## src/rtl/io_port_bank.sv

```systemverilog
// io_port_bank: memory-mapped user I/O device behind the data-memory decoder.
// Holds the output port register and its write strobe and counter. Synchronizes
// the two asynchronous user inputs and steers load data by mux_sel. Each input
// port keeps a sticky change flag.
// Build option: define IO_DEBOUNCE_EN to add a per-port debounce filter of
// DEBOUNCE_CYCLES stable cycles. Without it the synchronizer output is used directly.
module io_port_bank #(
    parameter int DATA_W          = 32,
    parameter int DEBOUNCE_CYCLES = 4
) (
    input  logic              clk,
    input  logic              rst_n,
    input  logic              out_en,
    input  logic [1:0]        mux_sel,
    input  logic [DATA_W-1:0] wr_data,
    input  logic [DATA_W-1:0] mem_rdata,
    input  logic [DATA_W-1:0] in_port0,
    input  logic [DATA_W-1:0] in_port1,
    output logic [DATA_W-1:0] rd_data,
    output logic [DATA_W-1:0] out_port,
    output logic              out_strobe,
    output logic [7:0]        out_count,
    output logic [1:0]        in_changed
);

    logic [DATA_W-1:0] in_raw [2];
    logic [DATA_W-1:0] sync1  [2];
    logic [DATA_W-1:0] sync2  [2];
    logic [DATA_W-1:0] stbl   [2];
    logic [1:0]        stbl_load;
    logic [1:0]        sel_hit;

    assign in_raw[0] = in_port0;
    assign in_raw[1] = in_port1;

    // A load from port i is in progress when the decoder selects it.
    assign sel_hit = {mux_sel == 2'b10, mux_sel == 2'b01};

    // Two-flop synchronizers bring the asynchronous inputs into the clock domain.
    always_ff @(posedge clk or negedge rst_n) begin
        if (!rst_n) begin
            for (int i = 0; i < 2; i++) begin
                sync1[i] <= '0;
                sync2[i] <= '0;
            end
        end else begin
            for (int i = 0; i < 2; i++) begin
                sync1[i] <= in_raw[i];
                sync2[i] <= sync1[i];
            end
        end
    end

`ifdef IO_DEBOUNCE_EN
    localparam logic [7:0] CNT_LAST = 8'(DEBOUNCE_CYCLES - 1);

    logic [DATA_W-1:0] s2_d [2];
    logic [7:0]        cnt  [2];
    logic [1:0]        cnt_inc;

    // A new value is counted only while it is unchanged and differs from the accepted value.
    always_comb begin
        cnt_inc   = '0;
        stbl_load = '0;
        for (int i = 0; i < 2; i++) begin
            cnt_inc[i]   = (sync2[i] == s2_d[i]) && (sync2[i] != stbl[i]);
            stbl_load[i] = cnt_inc[i] && (cnt[i] == CNT_LAST);
        end
    end

    // Debounce filter: accept sync2 after DEBOUNCE_CYCLES consecutive stable cycles.
    always_ff @(posedge clk or negedge rst_n) begin
        if (!rst_n) begin
            for (int i = 0; i < 2; i++) begin
                s2_d[i] <= '0;
                cnt[i]  <= '0;
                stbl[i] <= '0;
            end
        end else begin
            for (int i = 0; i < 2; i++) begin
                s2_d[i] <= sync2[i];
                if (stbl_load[i]) begin
                    stbl[i] <= sync2[i];
                    cnt[i]  <= '0;
                end else if (cnt_inc[i]) begin
                    cnt[i] <= cnt[i] + 8'd1;
                end else begin
                    cnt[i] <= '0;
                end
            end
        end
    end
`else
    // The second synchronizer flop is the accepted value; it changes whenever sync1 differs.
    always_comb begin
        stbl_load = '0;
        for (int i = 0; i < 2; i++) begin
            stbl[i]      = sync2[i];
            stbl_load[i] = (sync1[i] != sync2[i]);
        end
    end
`endif

    // Sticky change flags: a new accepted value sets the flag and beats a same-edge read clear.
    always_ff @(posedge clk or negedge rst_n) begin
        if (!rst_n) begin
            in_changed <= '0;
        end else begin
            for (int i = 0; i < 2; i++) begin
                if (stbl_load[i]) begin
                    in_changed[i] <= 1'b1;
                end else if (sel_hit[i]) begin
                    in_changed[i] <= 1'b0;
                end
            end
        end
    end

    // Load data steering back to the datapath.
    always_comb begin
        rd_data = '0;
        case (mux_sel)
            2'b00:   rd_data = mem_rdata;
            2'b01:   rd_data = stbl[0];
            2'b10:   rd_data = stbl[1];
            default: rd_data = '0;
        endcase
    end

    // Output port register, one-cycle write strobe and wrapping write counter.
    always_ff @(posedge clk or negedge rst_n) begin
        if (!rst_n) begin
            out_port   <= '0;
            out_strobe <= 1'b0;
            out_count  <= '0;
        end else begin
            out_strobe <= out_en;
            if (out_en) begin
                out_port  <= wr_data;
                out_count <= out_count + 8'd1;
            end
        end
    end

endmodule

```

## config.mk

```make
export PLATFORM = sky130hd
export DESIGN_NAME = io_port_bank
export DESIGN_NICKNAME = d
export VERILOG_FILES = /design/src/rtl/io_port_bank.sv
export SDC_FILE = /design/constraint.sdc
export NUM_CORES = 1
export LEC_CHECK = 0
export ABC_CLOCK_PERIOD_IN_PS = 1360
export CELL_PAD_IN_SITES_DETAIL_PLACEMENT = 0
export CELL_PAD_IN_SITES_GLOBAL_PLACEMENT = 1
export CORE_MARGIN = 2
export CORE_UTILIZATION = 36
export DETAILED_ROUTE_END_ITERATION = 7
export GPL_TIMING_DRIVEN = 0
export PLACE_DENSITY_LB_ADDON = 0.1
export SETUP_SLACK_MARGIN = 0.05
export SLEW_MARGIN = 40
export SYNTH_ARGS = -nofsm -noshare
export SYNTH_HDL_FRONTEND = slang
export SYNTH_SLANG_ARGS = --single-unit
```

## constraint.sdc

```tcl
create_clock -name clk -period 1.36 [get_ports clk]
set_input_delay 0.272 -clock clk [delete_from_list [all_inputs] [get_ports clk]]
set_output_delay 0.272 -clock clk [all_outputs]
set_load 0.005 [all_outputs]
```

==> impl_summary.md <==
Outcome
The run finished, with violations left. The checks that failed: setup timing.

Power and ir drop
For this design the ratio of total power to cell area is approximately 1300 mW/mm2. In this run the static leakage power is between 0.004 and 0.005 uW. The design draws around 13000 uW.

Across the VDD grid, the largest voltage drop is around 0.89 mV.

Critical path
The largest fanout on the critical path is 2. The worst setup path is captured at an output port. Among cell families on the critical path, the largest total delay comes from flip-flops. The largest single stage delay on the critical path is ~380 ps. The worst setup path is of the reg2out kind.

Counting both buffers and inverters, the worst setup path holds a total of 1. On the critical path, the stage with the largest delay is an instance of sky130_fd_sc_hd__dfrtp_1. The critical path launch point type is a register. The arrival time of the worst setup path is around 1200 ps. The signal on the critical path passes through mux2i_1 > o21ai_1 > buf_2. Data on the critical path is required at its endpoint by about 1100 ps.

Global routing
Global routing used roughly 18% of the available tracks across all layers. The total congestion overflow is 0. The maximum number of pins on one net before global-route repair is 74.

The via count of the first global-routing pass is 4652. The initial antenna violation count came to 1. The wire length of the first global-routing pass is 25000 um.

Place
Before CTS, the worst setup slack after placement is -1110 ps. The number of buffers inserted by port buffering is between 200 and 250. The wire-length estimate of the detail-placed layout is between 10000 and 15000 um. The placement-stage cell area is approximately 0.0086 mm2.

The cell count after placement is approximately 860. The routability-driven placement congestion ratio is around 0.75.

Final layout
The library cells used most frequently in the layout, excluding fill and tap cells, are sky130_fd_sc_hd__dfrtp_1 (169), sky130_fd_sc_hd__clkdlybuf4s50_1 (129), sky130_fd_sc_hd__xnor2_1 (57). The net total in the final layout is 823. After the flow finishes, the layout carries non-filler instances totaling 924. Compared with the post-synthesis result, the final layout area differs by 51.3%.

The post-route netlist has roughly 30% of its cells at a drive strength greater than 1. The number of antenna diodes in the final layout is 0. Leaving out fill and tap cells, the most frequent cell in the layout is sky130_fd_sc_hd__dfrtp_1. The number of fillers in the final layout is around 1500. The final instance area is about 0.0094 mm2.

Detailed routing
The number of iterations in the first detailed-routing pass is 5. The routed wire length per instance is roughly 17 um. Using the TritonRoute via totals, the vias-per-cell ratio works out to ~4.5. The DRC violations left is 0. The via total after detailed routing is around 4200. For this block, the initial DRC count from the detailed router was between 100 and 150. The detail route stage leaves a number of antenna-violating nets equal to 0. The routed design has 16000 um of wire.

STA
Setup violations remaining at the end of the flow were counted as 33. The final critical path takes up 111% of the cycle. Setup slack on the critical path of the routed design comes to -144 ps. Derived from the worst setup path, the maximum achievable clock frequency is 665 MHz. The worst clock skew is 5.50 ps.

Setup repair after global routing could not meet its margin everywhere. For the pin with the worst max-slew slack, the measured transition is 542 ps. The post-route minimum period is ~1500 ps. In this run the tightest slew margin relative to its limit is a little under two thirds.

The max-slew violation count is 0. The number of hold-slack violations in the final timing report is 0.

Synthesis
Sorting the synthesized cells by area gives the leading types as sky130_fd_sc_hd__dfrtp_1 (69%), sky130_fd_sc_hd__xnor2_1 (9.0%), sky130_fd_sc_hd__mux2_2 (6.0%), sky130_fd_sc_hd__mux2i_1 (5.1%), sky130_fd_sc_hd__nand2_1 (2.2%). The warning count from the yosys run is 0. The cell count after synthesis is around 420. The synthesized area is slightly above 0.006 mm2.

The synthesized area per cell is about 15 um2. sky130_fd_sc_hd__dfrtp_1 takes more of the synthesized area than any other cell. The fraction of the yosys area taken by sequential cells is 68.7%. The synthesized netlist contains 23 unique library cells. The net count of the mapped netlist is 557. The top cell type by area accounts for 68.7% of the synthesized area. After synthesis the netlist holds a flip-flop and latch count of 171.

Flow run
The count of max-cap constraint violations is 0.

Clock network
After clock tree synthesis, the clock-pin slew on the worst setup and hold paths is ~60 ps. The clock passes through at most 2 buffers. TritonCTS built the clock tree. The number of clock sinks seen by CTS is between 150 and 200.

The later pin in the worst-skew pair is clocked with a latency of 420 ps. The root buffer cell is sky130_fd_sc_hd__clkbuf_16. In this run the number of H-tree levels came out at 4. The number of clock buffers added by TritonCTS is 17.

Die
The die covers 0.0184 mm2. The starting density of the core is roughly 36%. around 210 I/O pins were placed. The placeable core area is between 0.015 and 0.02 mm2. The vertical die dimension is ~140 um. The die is 136 um wide. The number of rows created at floorplan is 48.

Min path
The classification of the worst-slack hold path is in2reg.
-- cell families after synthesis --
logic type | after synthesis | synth area share (%)
compound gates | 33 | 2.81
xor+xnor | 71 | 9.98
fa+ha+maj | 1 | 0.201
buf+inv | 15 | 1.95
flops | 171 | 68.7
mux | 65 | 11.1
simple gates | 67 | 5.30
-- path summary, 6_finish.rpt --
kind,slack [ps],depth (start not counted),from,to
min reg2reg,390,0,sync1[25],stbl[25]
max reg2reg,-50,5,stbl[34],in_changed[0]
max,-140,3,stbl[52],rd_data[20]
max in group asynchronous,380,3,rst_n,out_count[3]
min in group asynchronous,310,2,rst_n,stbl[63]
min,220,4,mux_sel[0],in_changed[0]
-- routing by layer --
layer / wire [um] / GRT usage, % / share of wire [%]
met1: 6710 / 22.8 / 42
met2: 7900 / 29.6 / 49
met3: 1100 / 5.91 / 6.9
met4: 264 / 6.13 / 1.7
met5: 0 / 0 / 0
-- cell usage after synthesis --
| master | number |
|---|---|
| sky130_fd_sc_hd__dfrtp_1 | 171 |
| sky130_fd_sc_hd__xnor2_1 | 64 |
| sky130_fd_sc_hd__nand2_1 | 37 |
| sky130_fd_sc_hd__mux2_2 | 33 |
| sky130_fd_sc_hd__mux2i_1 | 32 |
| sky130_fd_sc_hd__o21ai_0 | 25 |
| sky130_fd_sc_hd__nand4_1 | 16 |
| sky130_fd_sc_hd__o21ai_1 | 7 |
| sky130_fd_sc_hd__xor2_1 | 7 |
| sky130_fd_sc_hd__buf_6 | 6 |
| sky130_fd_sc_hd__buf_4 | 5 |
| sky130_fd_sc_hd__clkbuf_1 | 3 |
| sky130_fd_sc_hd__nor4_1 | 3 |
| sky130_fd_sc_hd__nand3_1 | 2 |
| sky130_fd_sc_hd__nor2_1 | 2 |
| sky130_fd_sc_hd__nor2b_1 | 2 |
| sky130_fd_sc_hd__nor3_1 | 2 |
| sky130_fd_sc_hd__a2111oi_2 | 1 |
| sky130_fd_sc_hd__and3_1 | 1 |
| sky130_fd_sc_hd__buf_2 | 1 |
| sky130_fd_sc_hd__ha_1 | 1 |
| sky130_fd_sc_hd__nand2b_4 | 1 |
| sky130_fd_sc_hd__nand4_2 | 1 |
-- power by group --
group          switching, uW  internal (uW)
Clock                   1860           3040
Combinational            747           1150
Sequential               282           5490
Total                   2890           9680
-- area by class of cell --
cell class	instances	area [um2]	share of cell area [%]
plain buffers	14	135	1.43
clock buffers	21	440	4.67
well taps	225	282	2.98
clock inverters	8	146	1.55
repair buffers	248	2180	23.1
flip-flops and latches	171	4280	45.4
multi-input cells	237	1970	20.9
-- per-stage QoR --
stage                     setup TNS, ps  hold slack, ps  utilization [%]
after floorplan                       0           -23.6                -
after global placement         -1228980             376             50.1
after detailed placement         -42640             156             50.5
after CTS                         -3570             196             55.2
after global routing              -5020             230             55.1
final                             -2530             224             55.1
-- flip-flops by register name (all words and copies together), names as in the netlist --
register    cells
stbl           64
sync1          64
out_port       32
out_count       8
in_changed      2
out_strobe      1
-- repair_timing --
| item | 4_1_cts | 5_1_grt |
|---|---|---|
| hold buffers | 1 | 0 |
| cloned | 2 | 1 |
| pin swaps | 15 | 10 |
| hold endpoints to repair | 31 | 0 |
| setup endpoints to repair | 77 | 58 |
| gates resized for setup | 299 | 29 |
| buffers inserted | 30 | 6 |
-- tightest hold or removal path, delay by kind of cell --
family | cells | cell delay [ps]
AO/OA/AOI/OAI | 1 | 60
buffers and inverters | 1 | 130
AND/OR/NAND/NOR | 2 | 140
Power figures use the tool's default switching activity.
